`config.mk`:
```
export PLATFORM = sky130hd
export DESIGN_NAME = key_sched_ctrl
export DESIGN_NICKNAME = d
export VERILOG_FILES = /design/src/rtl/aes_pkg.sv /design/src/rtl/sub_word.sv /design/src/rtl/key_sched_ctrl.sv
export SDC_FILE = /design/constraint.sdc
export NUM_CORES = 2
export LEC_CHECK = 0
export BUFFER_PORTS_ARGS = -buffer_cell sky130_fd_sc_hd__buf_2
export CAP_MARGIN = 20
export CORE_UTILIZATION = 27
export CTS_CLUSTER_DIAMETER = 60
export CTS_CLUSTER_SIZE = 14
export DETAILED_ROUTE_END_ITERATION = 8
export GPL_ROUTABILITY_DRIVEN = 0
export GPL_TIMING_DRIVEN = 0
export PLACE_DENSITY = 0.39
export SYNTH_ARGS = -nofsm -noshare
export SYNTH_HDL_FRONTEND = slang
export SYNTH_HIERARCHICAL = 1
export SYNTH_SLANG_ARGS = --single-unit
```
`constraint.sdc`:
```
create_clock -name clk -period 15.3 [get_ports clk]
set_input_delay 1.53 -clock clk [delete_from_list [all_inputs] [get_ports clk]]
set_output_delay 1.53 -clock clk [all_outputs]
set_load 0.1 [all_outputs]
```
`src/rtl/aes_pkg.sv`:
```
// AES shared definitions: round counts, FSM state
// encoding, S-box table and word helpers.
package aes_pkg;

  localparam int NR = 10;
  localparam int NK = 4;

  localparam logic [3:0] LAST_RND = 4'(NR);

  typedef enum logic [1:0] {
    IDLE = 2'd0,
    ADDR = 2'd1,
    CALC = 2'd2,
    DONE = 2'd3
  } state_t;

  localparam logic [0:255][7:0] SBOX = {
    128'h637c777bf26b6fc53001672bfed7ab76,
    128'hca82c97dfa5947f0add4a2af9ca472c0,
    128'hb7fd9326363ff7cc34a5e5f171d83115,
    128'h04c723c31896059a071280e2eb27b275,
    128'h09832c1a1b6e5aa0523bd6b329e32f84,
    128'h53d100ed20fcb15b6acbbe394a4c58cf,
    128'hd0efaafb434d338545f9027f503c9fa8,
    128'h51a3408f929d38f5bcb6da2110fff3d2,
    128'hcd0c13ec5f974417c4a77e3d645d1973,
    128'h60814fdc222a908846eeb814de5e0bdb,
    128'he0323a0a4906245cc2d3ac629195e479,
    128'he7c8376d8dd54ea96c56f4ea657aae08,
    128'hba78252e1ca6b4c6e8dd741f4bbd8b8a,
    128'h703eb5664803f60e613557b986c11d9e,
    128'he1f8981169d98e949b1e87e9ce5528df,
    128'h8ca1890dbfe6426841992d0fb054bb16
  };

  function automatic logic [7:0] sbox(
    input logic [7:0] x
  );
    return SBOX[x];
  endfunction

  function automatic logic [31:0] rot_word(
    input logic [31:0] w
  );
    return {w[23:0], w[31:24]};
  endfunction

endpackage

```
`src/rtl/sub_word.sv`:
```
// AES SubWord: byte-wise S-box substitution
// of one 32-bit word, purely combinational.
module sub_word
  import aes_pkg::*;
(
  input  logic [31:0] w,
  output logic [31:0] s
);

  // four independent byte lookups
  always_comb begin
    s = {sbox(w[31:24]), sbox(w[23:16]),
         sbox(w[15:8]),  sbox(w[7:0])};
  end

endmodule

```
`src/rtl/key_sched_ctrl.sv`:
```
// AES-128 key-schedule controller: drives the
// rcon ROM, expands the key, serves round keys.
module key_sched_ctrl
  import aes_pkg::*;
(
  input  logic         clk,
  input  logic         rst_n,
  input  logic         start,
  input  logic [127:0] key_in,
  output logic [3:0]   rcon_addr,
  input  logic [31:0]  rcon_data,
  output logic         busy,
  output logic         done,
  input  logic [3:0]   rk_addr,
  output logic [127:0] rk_data
);

  state_t       state;
  logic [3:0]   round;
  logic [127:0] rk [0:NR];

  logic [3:0]   pidx;
  logic [127:0] prev;
  logic [31:0]  w0, w1, w2, w3;
  logic [31:0]  rw, sw, t;
  logic [31:0]  w4, w5, w6, w7;

  assign rcon_addr = round;

  // previous round key feeds this round's expansion
  always_comb begin
    pidx = (round == 4'd0) ? 4'd0 : round - 4'd1;
    prev = rk[pidx];
    {w0, w1, w2, w3} = prev;
    rw = rot_word(w3);
  end

  sub_word u_sub (
    .w (rw),
    .s (sw)
  );

  // XOR chain producing the next four words
  always_comb begin
    t  = sw ^ rcon_data;
    w4 = w0 ^ t;
    w5 = w4 ^ w1;
    w6 = w5 ^ w2;
    w7 = w6 ^ w3;
  end

  // control FSM with registered busy/done
  always_ff @(posedge clk) begin
    if (!rst_n) begin
      state <= IDLE;
      round <= 4'd0;
      busy  <= 1'b0;
      done  <= 1'b0;
    end else begin
      done <= 1'b0;
      unique case (state)
        IDLE: begin
          if (start) begin
            round <= 4'd1;
            busy  <= 1'b1;
            state <= ADDR;
          end
        end
        ADDR: begin
          state <= CALC;
        end
        CALC: begin
          if (round == LAST_RND) begin
            done  <= 1'b1;
            state <= DONE;
          end else begin
            round <= round + 4'd1;
            state <= ADDR;
          end
        end
        DONE: begin
          busy  <= 1'b0;
          state <= IDLE;
        end
        default: state <= IDLE;
      endcase
    end
  end

  // round-key register file: load and expand
  always_ff @(posedge clk) begin
    if (!rst_n) begin
      for (int i = 0; i <= NR; i++) begin
        rk[i] <= '0;
      end
    end else begin
      if (state == IDLE && start) begin
        rk[0] <= key_in;
      end
      if (state == CALC) begin
        rk[round] <= {w4, w5, w6, w7};
      end
    end
  end

  // registered read port, zero beyond the last key
  always_ff @(posedge clk) begin
    if (!rst_n) begin
      rk_data <= '0;
    end else if (rk_addr <= LAST_RND) begin
      rk_data <= rk[rk_addr];
    end else begin
      rk_data <= '0;
    end
  end

endmodule

```
==> metrics <==
WP data arrival=16410 ps; top layer in use=met5; sequential cell area=62940 um2; critical path's slowest cell=xor2_1; chip width=671.4 um; WL met1=271.3 mm; clock edge transition at the registers on the reported setup and hold paths=80 ps; power per cell area=147.8 nW/um2; status=finished with violations; max cap viols=0; crit path capture=rk[12][30]; CTS tree=done; Worst path top cell family by delay=buffers and inverters; most common cell after layout, fill and taps aside=edfxtp_1; setup ws final=-465.0 ps; maximum clock path buffer count=4; DRC=27; Root Buffer=clkbuf_16; Tmin final=15760 ps; number of flops mapped to enable cells by yosys=1920; Slew @ Worst Pin=1378 ps; TritonRoute pass-1 iters=9; number of cells on the critical path=36; vias per cell=6.190; Syn Inst Count=10105; period utilization=103.0%; YS warnings=6; I/O pins=301; gr ovfl total=0; slew margin rel.=8.133%; largest net degree at the start of global routing=38; initial detailed-routing violation count=17758; wire per inst=42.25 um; r2r setup slk=-460 ps; worst-skew pair later-pin latency=1060 ps; core box area=445700 um2; worst setup path start=rcon_addr[0]; initial antenna violation count=73; top_reg_cell synth=edfxtp_1; Syn Std Cell Area=121000 um2; clk sink count=2184; initial core utilization=27.14%; postcts setup bufs=0; fraction of final layout cells sized beyond drive strength 1=22.30%; Final ANT Viol Nets=0; CP startpoint kind=register; synthesized area per cell=11.97 um2; first-pass GRT wire length=943.1 mm; Crit Path Max Fanout=12; DP Cell Count=16630; vias in the first global route=100728; Finished Layout Cells=17126; Netlist cell types=108; dpl hpwl=522.8 mm; Syn-to-layout area delta=18.88%; most used cell, CP=buf_2; Worst Path Buf+Inv=19; worst stage delay on the critical path=770 ps; failing checks=design-rule violations, negative setup slack; Reg2Reg Depth=36; P_leak=0.04995 uW; min-delay worst type=register to register; Hold Worst Slack=468.0 ps; Site Rows=245; commonest cells after routing, fill and taps aside=1920 x edfxtp_1, 1405 x nor2_1, 763 x mux4_2; full die area=450700 um2; ys async rst share=0%; GRT Overall Usage=30.90%; Setup Viol. Count Final=142; max-slew violation count=0; Routed WL=723.6 mm; H-tree levels=4; Synth Register Bits=2184; register area share after synthesis=52.03%; Die Y-Extent=671.4 um; Hold Buf Count CTS=0; Clock Skew=110.8 ps; worst reg2reg endpoint=rk[12][30]; Synth Net Count=10335; CTS buffer count=236; fillers=44903; Crit path required time=15940 ps; Buffers on Ports=298; fin nets=11184; metal3 WL=85.23 mm; Vias=106012; critical path capture point type=register; fmax=0.06343 GHz; Final Hold Viols=0; multi-input combinational cell area=53190 um2; setup repair after global routing missed its margin=no; metal2 WL=304.9 mm; Max VDD drop=0.1038 mV; reg-to-reg startpoint=rcon_addr[0]; Critical Setup Path Class=register to register
[power breakdown]
| group | switching [uW] | total [uW] | internal [uW] | leakage [uW] |
|---|---|---|---|---|
| clock | 2880 | 6130 | 3250 | 0.00383 |
| sequential | 118 | 6850 | 6730 | 0.0213 |
| combinational | 6010 | 8270 | 2270 | 0.0249 |
[per-layer routing]
metal | global-route usage [%] | up-vias
met2 | 45.44 | 8875
li1 | - | 40489
met1 | 39.27 | 54546
met5 | 0 | -
met4 | 21.21 | 28
met3 | 8.760 | 2074
[layout make-up]
class | instances | area share, %
diodes | 40 | 0.06960
plain buffers | 1048 | 3.352
clock buffers | 301 | 4.389
clock inverters | 141 | 1.129
inverters | 140 | 0.3654
multi-input cells | 6733 | 36.98
flip-flops and latches | 2184 | 43.77
well taps | 5928 | 5.158
repair buffers | 611 | 4.786
[cells in the mapped netlist (all sizes together) (32+ instances only)]
cell type	instances	area, um2
ha	63	788.3
a21o	35	262.8
a211o	45	394.1
a211oi	153	1149
a22oi	75	581.8
a21oi	483	2425
o221ai	122	1069
dfxtp	264	5285
clkbuf	549	2061
nor2b	213	1335
edfxtp	1920	57660
or3	47	294.0
mux2i	299	2993
o211ai	111	833.3
a221oi	32	280.3
nand4	37	231.5
a31oi	78	494.2
mux4	763	17180
o21ai	485	2435
o32ai	33	289.0
xnor2	72	840.8
a311oi	35	306.5
mux2	139	1569
o22ai	140	875.8
a2bb2oi	65	575.6
and3	68	425.4
and2	51	322.8
buf	499	2685
inv	136	510.5
o311ai	57	499.2
nor2	1424	5403
nor3	105	530.5
nand3	243	1216
a32oi	65	569.3
xor2	122	1069
nand2b	84	533.0
nand2	734	2768
[worst min-delay path, delay by kind of cell, from the launching register on]
family,cells,cell delay (ps)
AND/OR/NAND/NOR,1,50
AO/OA/AOI/OAI,1,50
flip-flops,1,330
[through the flow]
| stage | worst slack, ps | util (%) | instance area, um2 | setup TNS (ps) | power, uW |
|---|---|---|---|---|---|
| 3_3_place_gp | -16550 | 29.14 | 129900 | -7940620 | 14330 |
| 2_1_floorplan | 3300 | - | 121000 | 0 | 10660 |
| 3_5_place_dp | -383.8 | 30.41 | 135500 | -9272 | 14760 |
| 6_report | -465.0 | 32.26 | 143800 | -19680 | 21250 |
| 5_1_grt | 122.5 | 32.25 | 143700 | 0 | 21460 |
| 4_1_cts | 17.11 | 32.20 | 143500 | 0 | 20840 |
[flip-flops by register name, summed over array words and instances, names as in the netlist]
name / flops
busy: 1
done: 1
rcon_addr: 4
rk: 2048
rk_data: 128
state: 2
[logic make-up after synthesis]
group           count (synthesis)  synth area share (%)
compound gates               2181                 12.03
xor+xnor                      198                 1.653
fa+ha+maj                      63                0.6516
buf+inv                      1188                 4.358
flops                        2184                 52.03
mux                          1201                 17.98
simple gates                 3090                 11.31
[worst min-delay path by stage]
stage	start	end	slack, ps	cells after the start
2_1_floorplan	rk[10][21]	rk[10][21]	430	2
3_3_place_gp	rk[10][29]	rk[10][29]	440	2
3_5_place_dp	rk[10][29]	rk[10][29]	460	2
4_1_cts	rk[10][29]	rk[10][29]	470	2
5_1_grt	rk[10][16]	rk[10][16]	490	2
6_report	rk[10][29]	rk[10][29]	470	2
[repair_timing]
action                                  CTS  global route
gates resized for setup                   3             6
cloned                                    0             0
endpoints found under the setup margin   43           132
No activity file was read; power rests on OpenSTA's default activity.
